===== src/rtl/sdiv_param.sv =====
// sdiv_param: 2N-by-N divider with signed or unsigned mode, loaded over a shared N-bit bus.
// The operands arrive as three bus words: dividend high, dividend low, then divisor.
// An exact overflow and divide-by-zero check takes one cycle.
// Restoring division on the magnitudes then produces one quotient bit per cycle.
// A final cycle applies the truncating-division sign rules.
//
// state | meaning
// IDLE  | waiting for St
// LDLO  | capture low dividend word
// LDDV  | capture divisor
// CHK   | divide-by-zero / exact overflow test, form magnitudes
// DIV   | N restoring shift-subtract steps
// FIX   | apply signs, publish result
// DONE  | result held, Rdy high, St accepted as in IDLE
module sdiv_param #(
  parameter int N = 16
) (
  input  logic         clk_i,
  input  logic         rst_i,
  input  logic         st_i,
  input  logic         sgn_i,
  input  logic [N-1:0] dbus_i,
  output logic [N-1:0] quotient_o,
  output logic [N-1:0] remainder_o,
  output logic         v_o,
  output logic         dz_o,
  output logic         rdy_o,
  output logic         busy_o
);

  localparam int CW = $clog2(N);

  typedef enum logic [2:0] {
    S_IDLE = 3'd0,
    S_LDLO = 3'd1,
    S_LDDV = 3'd2,
    S_CHK  = 3'd3,
    S_DIV  = 3'd4,
    S_FIX  = 3'd5,
    S_DONE = 3'd6
  } state_t;

  state_t state_q, state_d;

  // operand capture
  logic [2*N-1:0] dvd_q, dvd_d;
  logic [N-1:0]   dvs_q, dvs_d;
  logic           sgn_q, sgn_d;

  // division datapath: acc holds {partial remainder, dividend bits / quotient bits}
  logic [2*N-1:0] acc_q, acc_d;
  logic [N-1:0]   absb_q, absb_d;
  logic           qneg_q, qneg_d;
  logic           rneg_q, rneg_d;
  logic [CW-1:0]  cnt_q, cnt_d;

  // published results
  logic [N-1:0]   quot_q, quot_d;
  logic [N-1:0]   rem_q, rem_d;
  logic           v_q, v_d;
  logic           dz_q, dz_d;
  logic           rdy_q, rdy_d;
  logic           busy_q, busy_d;

  // check-stage terms
  logic           a_neg, b_neg, res_neg;
  logic           div_zero, ovf, chk_fail;
  logic [2*N-1:0] abs_a;
  logic [N-1:0]   abs_b;
  logic [2*N-1:0] b_ext, lim_pos, lim_neg;

  // division step and sign fix-up terms
  logic [N:0]     top, diff;
  logic [2*N-1:0] acc_step;
  logic [N-1:0]   q_mag, r_mag, q_fix, r_fix;

  // Exact overflow test: the magnitude quotient floor(|a|/|b|) exceeds L iff |a| >= (L+1)*|b|.
  // L is 2^(N-1)-1 for a positive signed result and 2^(N-1) for a negative one.
  always_comb begin
    a_neg    = sgn_q & dvd_q[2*N-1];
    b_neg    = sgn_q & dvs_q[N-1];
    res_neg  = a_neg ^ b_neg;
    abs_a    = a_neg ? -dvd_q : dvd_q;
    abs_b    = b_neg ? -dvs_q : dvs_q;
    div_zero = (dvs_q == '0);
    b_ext    = {{N{1'b0}}, abs_b};
    lim_pos  = b_ext << (N - 1);
    lim_neg  = lim_pos + b_ext;
    if (!sgn_q) begin
      ovf = (dvd_q[2*N-1:N] >= dvs_q);
    end else if (res_neg) begin
      ovf = (abs_a >= lim_neg);
    end else begin
      ovf = (abs_a >= lim_pos);
    end
    chk_fail = div_zero | ovf;
  end

  // One restoring step: shift left, trial-subtract the divisor, keep the result if no borrow.
  // The borrow is bit N of the difference.
  always_comb begin
    top  = acc_q[2*N-1:N-1];
    diff = top - {1'b0, absb_q};
    if (!diff[N]) begin
      acc_step = {diff[N-1:0], acc_q[N-2:0], 1'b1};
    end else begin
      acc_step = {top[N-1:0], acc_q[N-2:0], 1'b0};
    end
    q_mag = acc_q[N-1:0];
    r_mag = acc_q[2*N-1:N];
    q_fix = qneg_q ? -q_mag : q_mag;
    r_fix = rneg_q ? -r_mag : r_mag;
  end

  // State register
  always_ff @(posedge clk_i or posedge rst_i) begin
    if (rst_i) begin
      state_q <= S_IDLE;
    end else begin
      state_q <= state_d;
    end
  end

  // Next-state logic
  always_comb begin
    state_d = state_q;
    case (state_q)
      S_IDLE, S_DONE: if (st_i) state_d = S_LDLO;
      S_LDLO:         state_d = S_LDDV;
      S_LDDV:         state_d = S_CHK;
      S_CHK:          state_d = chk_fail ? S_DONE : S_DIV;
      S_DIV:          if (cnt_q == '0) state_d = S_FIX;
      S_FIX:          state_d = S_DONE;
      default:        state_d = S_IDLE;
    endcase
  end

  // Output and datapath next values per state
  always_comb begin
    dvd_d  = dvd_q;
    dvs_d  = dvs_q;
    sgn_d  = sgn_q;
    acc_d  = acc_q;
    absb_d = absb_q;
    qneg_d = qneg_q;
    rneg_d = rneg_q;
    cnt_d  = cnt_q;
    quot_d = quot_q;
    rem_d  = rem_q;
    v_d    = v_q;
    dz_d   = dz_q;
    rdy_d  = rdy_q;
    busy_d = busy_q;
    case (state_q)
      S_IDLE, S_DONE: begin
        if (st_i) begin
          dvd_d[2*N-1:N] = dbus_i;
          sgn_d          = sgn_i;
          rdy_d          = 1'b0;
          busy_d         = 1'b1;
          v_d            = 1'b0;
          dz_d           = 1'b0;
        end
      end
      S_LDLO: dvd_d[N-1:0] = dbus_i;
      S_LDDV: dvs_d = dbus_i;
      S_CHK: begin
        if (chk_fail) begin
          v_d    = 1'b1;
          dz_d   = div_zero;
          quot_d = '0;
          rem_d  = '0;
          rdy_d  = 1'b1;
          busy_d = 1'b0;
        end else begin
          acc_d  = abs_a;
          absb_d = abs_b;
          qneg_d = res_neg;
          rneg_d = a_neg;
          cnt_d  = CW'(N - 1);
        end
      end
      S_DIV: begin
        acc_d = acc_step;
        cnt_d = cnt_q - CW'(1);
      end
      S_FIX: begin
        quot_d = q_fix;
        rem_d  = r_fix;
        rdy_d  = 1'b1;
        busy_d = 1'b0;
      end
      default: ;
    endcase
  end

  // Datapath and result registers; reset abandons any operation in flight
  always_ff @(posedge clk_i or posedge rst_i) begin
    if (rst_i) begin
      dvd_q  <= '0;
      dvs_q  <= '0;
      sgn_q  <= 1'b0;
      acc_q  <= '0;
      absb_q <= '0;
      qneg_q <= 1'b0;
      rneg_q <= 1'b0;
      cnt_q  <= '0;
      quot_q <= '0;
      rem_q  <= '0;
      v_q    <= 1'b0;
      dz_q   <= 1'b0;
      rdy_q  <= 1'b0;
      busy_q <= 1'b0;
    end else begin
      dvd_q  <= dvd_d;
      dvs_q  <= dvs_d;
      sgn_q  <= sgn_d;
      acc_q  <= acc_d;
      absb_q <= absb_d;
      qneg_q <= qneg_d;
      rneg_q <= rneg_d;
      cnt_q  <= cnt_d;
      quot_q <= quot_d;
      rem_q  <= rem_d;
      v_q    <= v_d;
      dz_q   <= dz_d;
      rdy_q  <= rdy_d;
      busy_q <= busy_d;
    end
  end

  assign quotient_o  = quot_q;
  assign remainder_o = rem_q;
  assign v_o         = v_q;
  assign dz_o        = dz_q;
  assign rdy_o       = rdy_q;
  assign busy_o      = busy_q;

endmodule


===== config.mk =====
export PLATFORM = sky130hd
export DESIGN_NAME = sdiv_param
export DESIGN_NICKNAME = d
export VERILOG_FILES = /design/src/rtl/sdiv_param.sv
export SDC_FILE = /design/constraint.sdc
export NUM_CORES = 1
export LEC_CHECK = 0
export ABC_AREA = 1
export BUFFER_PORTS_ARGS = -buffer_cell sky130_fd_sc_hd__buf_2
export CAP_MARGIN = 25
export CELL_PAD_IN_SITES_DETAIL_PLACEMENT = 0
export CELL_PAD_IN_SITES_GLOBAL_PLACEMENT = 1
export CORE_MARGIN = 4
export CORE_UTILIZATION = 49
export DETAILED_ROUTE_END_ITERATION = 8
export PLACE_DENSITY_LB_ADDON = 0.1
export RECOVER_POWER = 100
export SLEW_MARGIN = 20
export SYNTH_ARGS = -nofsm -noshare
export SYNTH_HDL_FRONTEND = slang
export SYNTH_SLANG_ARGS = --single-unit

===== constraint.sdc =====
create_clock -name clk_i -period 13.74 [get_ports clk_i]
set_clock_uncertainty 0.2 [all_clocks]
set_input_delay 2.748 -clock clk_i [delete_from_list [all_inputs] [get_ports clk_i]]
set_output_delay 2.748 -clock clk_i [all_outputs]
set_load 0.005 [all_outputs]

==> Word level (Yosys, flattened, before mapping) <==
Index checks and enable logic that the tools add are counted.
{ "word_totals": {"reg_bits": 142, "latchBits": 0, "ramBits": 0, "romBits": 0, "inputBits": 20, "out_inout_bits": 36, "mem_count": 0} }
{ "op_classes": {"addsub": 7, "mul": 0, "div": 0, "magnitude_cmp": 3, "eq_ne": 10, "shifts": 0, "n_mux": 27, "n_bitwise": 5, "n_reduce_logical": 15} }
{ "op_table": {"columns": ["operator", "count"], "rows": [
  ["32-bit 2-to-1 mux", 3],
  ["16-bit 2-to-1 mux", 4],
  ["16-bit one-hot mux with 2 select lines", 2],
  ["32-bit one-hot mux with 2 select lines", 1],
  ["16-bit negation", 3],
  ["31-bit by 16-bit adder with 32-bit output", 1],
  ["32-bit by 31-bit >= comparator with 1-bit output", 1],
  ["32-bit >= comparator", 1],
  ["32-bit negation", 1],
  ["3-bit one-hot mux with 6 select lines", 1],
  ["17-bit by 16-bit subtractor with 17-bit output", 1],
  ["16-bit >= comparator", 1],
  ["16-bit zero test", 1],
  ["2-bit AND reduction", 5],
  ["3-bit == test (second input constant)", 3],
  ["2-bit inequality test (second input constant)", 4],
  ["4-bit one-hot mux with 2 select lines", 1],
  ["1-bit 2-to-1 mux", 7],
  ["3-bit by 2-bit == test with 1-bit output (second input constant)", 2],
  ["3-bit 2-to-1 mux", 2],
  ["1-bit one-hot mux with 3 select lines", 2],
  ["3-bit AND reduction", 2],
  ["2-bit nonzero test", 3],
  ["4-bit zero test", 1],
  ["other kinds (12)", 14]
]} }

==> Depth between registers and ports, before layout <==
{ "logic_depth": {"word_depth": 9, "mapped_depth": 36} }

==> Least setup slack after synthesis <==
Ideal clock, no wire load.
{ "synth_timing": {"kind": "register -> register", "startpoint": "register dvs_q[0]", "endpoint": "register absb_q[10]", "setup_time_ns": 0.130, "t_arrival_ns": 4.290, "required_time_ns": 13.410, "setup_slack_ns": 9.120, "stages_incl_launch_ff": 32, "synth_period_minus_slack_ns": 4.620, "path_cell_list": "dfrtp_1 -> inv_1 -> nand3_1 -> nor2_1 -> nand4_1 -> nand3b_1 -> o21ai_1 -> nand2_1 -> nor2_1 -> ha_1 -> ha_1 -> nand3_1 -> nor2_1 -> nand4_1 -> nor2_1 -> nand4_1 -> nor2_1 -> nand2_1 -> xor2_1 -> ha_1 -> nand2_1 -> nor2_1 -> nand4_1 -> nor2_1 -> nand4_1 -> nand4_1 -> nand2_1 -> inv_1 -> nand2_2 -> nand3_4 -> buf_1 -> o21ai_1"} }
{ "synth_between": {"elab_chain_len": 9, "elab_cells_between_ends": 12, "classes_between": "add/sub: 2; order compare: 3; mux: 3; bitwise: 2; reduce/logical: 2"} }
{ "synth_rtl": {"columns": ["element", "line_no", "rtl"], "rows": [
  ["start: declaration", "47", "logic [N-1:0] dvs_q, dvs_d;"],
  ["start signal: assignment", "216", "dvs_q <= dvs_d;"],
  ["16-bit negation *", "84", "abs_b = b_neg ? -dvs_q : dvs_q;"],
  ["16-bit 2-to-1 mux *", "84", null],
  ["via abs_b[15]", "69", "logic [N-1:0] abs_b;"],
  ["31-bit by 16-bit adder with 32-bit output", "88", "lim_neg = lim_pos + b_ext;"],
  ["32-bit >= comparator", "92", "ovf = (abs_a >= lim_neg);"],
  ["1-bit 2-to-1 mux *", "91", "end else if (res_neg) begin"],
  ["1-bit 2-to-1 mux *", "89", "if (!sgn_q) begin"],
  ["1-bit OR *", "96", "chk_fail = div_zero | ovf;"],
  ["1-bit inverter (no source line) *", null, null],
  ["2-bit AND reduction (no source line) *", null, null],
  ["end signal: assignment", "219", "absb_q <= absb_d;"],
  ["end: declaration", "52", "logic [N-1:0] absb_q, absb_d;"]
]} }
The timed path passes the listed nets; every way through them passes the cells marked *.
A chain may end at the register's enable or synchronous reset.

==> Worst setup path in the final report <==
{ "layout_timing": {"startpoint": "register dvs_q[0]", "endpoint": "register acc_q[10]"} }
{ "layout_between": {"elab_chain_len": 9, "elab_cells_between_ends": 12, "classes_between": "add/sub: 2; order compare: 3; eq/ne: 1; mux: 3; bitwise: 1; reduce/logical: 2"} }
{ "layout_rtl": {"columns": ["element", "line_no", "rtl"], "rows": [
  ["16-bit negation *", "84", null],
  ["16-bit 2-to-1 mux *", "84", null],
  ["via abs_b[15]", "69", null],
  ["31-bit by 16-bit adder with 32-bit output", "88", null],
  ["32-bit >= comparator", "92", null],
  ["1-bit 2-to-1 mux *", "91", null],
  ["1-bit 2-to-1 mux *", "89", null],
  ["1-bit OR *", "96", null],
  ["2-bit inequality test (no source line) *", null, null],
  ["2-bit AND reduction (no source line) *", null, null],
  ["end signal: assignment", "203", "acc_q <= '0;"],
  ["end signal: assignment", "218", "acc_q <= acc_d;"],
  ["end: declaration", "51", "logic [2*N-1:0] acc_q, acc_d;"]
]} }
Marked as above.

==> summary.md <==
| Metric | Value |
|---|---|
| Run status | finished, violations left |
| Top area cells in the synthesized netlist | dfrtp_1, nand2_1, ha_1, inv_1, o21ai_0 |
| Share of cells above drive strength 1 | 5.90% |
| Critical Path Fanout Max | 76 |
| Worst hold path depth | 2 |
| Slew at the pin closest to its max-slew limit | 3.75 ns |
| Worst rel slew slack | -151% |
| Remaining DRCs | 0 |
| Hold Crit Class | reg2reg |
| Last weighted congestion value of the routability-driven placer | 0.876 |
| Synth Flop Type | dfrtp_1 |
| Vias in the first global route | roughly 9,100 |
| DP Wirelength | around 23,000 um |
| Filler Cells Inserted | 2,167 |
| Tcrit/Tclk final | between 60% and 70% |
| CORE AREA | 0.0212 mm2 |
| Critical path type | reg2reg |
| Synth cell types | 44 |
| CTS Buf Count | 17 |
| Die width | 155 um |
| Max-slew violation count | 258 |
| Share of the synthesized area in the top cell type | 33.4% |
| Detailed Route Iter0 Violations | about 790 |
| Die Footprint | 0.0241 mm2 |
| Most frequent cells after synthesis | nand2_1, inv_1, dfrtp_1, o21ai_0, nand3_1 |
| Yosys top cell by area | dfrtp_1 |
| Final ANT Viol Nets | 0 |
| Peak Freq | roughly 110 MHz |
| Setup Buffers After CTS | 0 |
| Yosys warns | 0 |
| Setup TNS Final | 0 ns |
| Reg2reg path depth | 31 |
| Failing checks | max-capacitance violations, max-slew violations |
| WL final | a little over 30,000 um |
| Yosys reg bits | 142 |
| First-pass GRT wire length | just under 50,000 um |
| Antenna cell count | 0 |
| CP Capture Type | register |
| Post-Synthesis Cells | 1,530 |
| Initial Util | 50.1% |
| Max Cap Viol | 4 |
| Latest clock arrival within the worst-skew pair | 0.43 ns |
| Overall routing resource usage | 25.4% |
| IO buf count | 55 |
| Hold buffer count at CTS | 0 |
| Ys async rst share | 100% |
| WL per Instance | 16.4 um |
| R2r setup slk | 4.48 ns |
| Initial antenna violation count | 0 |
| RSZ-0062 raised after global routing | no |
| Area grow syn2layout | 9.22% |
| Vias | between 9,000 and 10,000 |
| Root Buffer | clkbuf_16 |
| Max stage delay cell, worst path | nand2_1 |
| Synth Cell Area | approximately 0.011 mm2 |
| Post-synthesis area per instance | 6.95 um2 |
| Die Span Y | 155 um |
| Post-synthesis sequential area ratio | 33.4% |
| Placed cell area | 0.0110 mm2 |
| Clock-pin slew on the worst setup and hold paths | 0.07 ns |
| RR Startpoint | dvs_q[0]$_DFFE_PP0P_ |
| WP data arrival | 9.41 ns |
| Core Rows | 53 |
| Hold EP | remainder_o[3]$_DFFE_PP0P_ |
| Top Ports | 56 |
| Sink Count | 142 |
| Fin nets | 1,672 |
| Slowest stage delay, CP | 2.16 ns |
| Clock tree buffer depth | 2 |
| Final hold vios | 0 |
| Startpoint Class | register |
| Crit path time final | approximately 9 ns |
| Final Setup Violations | 0 |
| Syn Nets | 1,638 |
| Drt pass-1 iters | 6 |
| CTS tree | built |
| CP Data Required Time | between 10 and 15 ns |
| Reg-to-reg critical path endpoint | acc_q[10]$_DFFE_PP0P_ |
| Hold_sp | remainder_o[3]$_DFFE_PP0P_ |
| Count leader, synth | nand2_1 |
| EDFF count, synth | 0 |
| Via density | 5.29 |
| Post-CTS Resized | 0 |
| H-tree depth | 4 |
| Total grt overflow | 0 |
| Critical path's most frequent cell | nand2_1 |
| Largest net degree at the start of global routing | between 80 and 90 |
| Fin area | 0.0116 mm2 |
==> cells in the final DEF, fill, tap and decap left out, types with 7 or more instances in the layout <==
| cell type | synthesis | routed |
|---|---|---|
| nand4_1 | 19 | 19 |
| clkbuf_16 | 0 | 17 |
| nand2_1 | 492 | 494 |
| dfrtp_1 | 142 | 142 |
| ha_1 | 87 | 87 |
| nor3_1 | 23 | 23 |
| o211ai_1 | 12 | 12 |
| inv_1 | 185 | 184 |
| inv_2 | 7 | 7 |
| nor2_1 | 83 | 82 |
| a21oi_1 | 63 | 63 |
| xor2_1 | 43 | 43 |
| nand3_1 | 121 | 122 |
| buf_2 | 7 | 32 |
| nand3b_1 | 11 | 11 |
| clkbuf_1 | 26 | 24 |
| o21ai_0 | 123 | 141 |
==> how the worst max path moves through the flow <==
| stage | start | end | slack, ns | cells past startpoint |
|---|---|---|---|---|
| final | dvs_q[0]$_DFFE_PP0P_ | acc_q[10]$_DFFE_PP0P_ | 4.48 | 31 |
| after global placement | dvs_q[0]$_DFFE_PP0P_ | remainder_o[1]$_DFFE_PP0P_ | 7.40 | 31 |
| after floorplan | rst_i | absb_q[0]$_DFFE_PP0P_ | 6.98 | 1 |
| after global routing | dvs_q[0]$_DFFE_PP0P_ | acc_q[8]$_DFFE_PP0P_ | 3.65 | 31 |
| after detailed placement | dvs_q[0]$_DFFE_PP0P_ | remainder_o[2]$_DFFE_PP0P_ | 7.23 | 31 |
| after CTS | dvs_q[0]$_DFFE_PP0P_ | remainder_o[2]$_DFFE_PP0P_ | 7.20 | 31 |
==> final cells by class <==
cell class / instances / area (um2) / share of cell area (%)
well taps: 275 / 344 / 2.96
clock inverters: 15 / 195 / 1.68
multi-input cells: 1146 / 6060 / 52.1
repair buffers: 63 / 314 / 2.70
flip-flops and latches: 142 / 3550 / 30.6
clock buffers: 17 / 425 / 3.66
inverters: 194 / 732 / 6.30
==> routing by layer <==
layer | global-route usage [%] | vias to the layer above | routed length [um]
met5 | 0 | - | 0
met4 | 7.29 | 0 | 659
met3 | 3.20 | 42 | 1230
met2 | 41.4 | 207 | 14100
met1 | 35.7 | 4518 | 14400
li1 | - | 5025 | -
==> flip-flops by register name (all words and copies together) (netlist names), 3 cells and up <==
signal       cells
remainder_o     16
dvs_q           16
absb_q          16
state_q          3
quotient_o      16
cnt_q            4
dvd_q           32
acc_q           32
==> through the flow <==
step / setup slack [ns] / hold slack [ns] / utilization, % / cells
6_report: 4.48 / 0.267 / 54.8 / 1852
5_1_grt: 3.65 / 0.293 / 54.8 / 1852
4_1_cts: 7.20 / 0.271 / 55.0 / 1850
3_5_place_dp: 7.23 / 0.253 / 52.1 / 1818
3_3_place_gp: 7.40 / 0.251 / 52.1 / 1818
2_1_floorplan: 6.98 / 0.253 / - / 1530
==> logic make-up after synthesis <==
logic type               after synthesis  share of synthesized area (%)
XOR/XNOR                              51                           4.34
adder cells (fa/ha/maj)               88                           10.4
AO/OA/AOI/OAI                        238                           12.1
AND/OR/NAND/NOR                      769                           30.4
buffers and inverters                242                           9.35
flip-flops                           142                           33.4
==> critical path, delay by kind of cell, from the launching register on <==
family          cells  cell delay, ns
simple gates       20            6.65
compound gates      5            0.77
fa+ha+maj           3            0.75
flops               1            0.47
buf+inv             2            0.17
xor+xnor            1            0.15
Power is left out: the tool's default activity adds up to more than one toggle a clock period on the data nets, which glitch-free logic cannot reach.
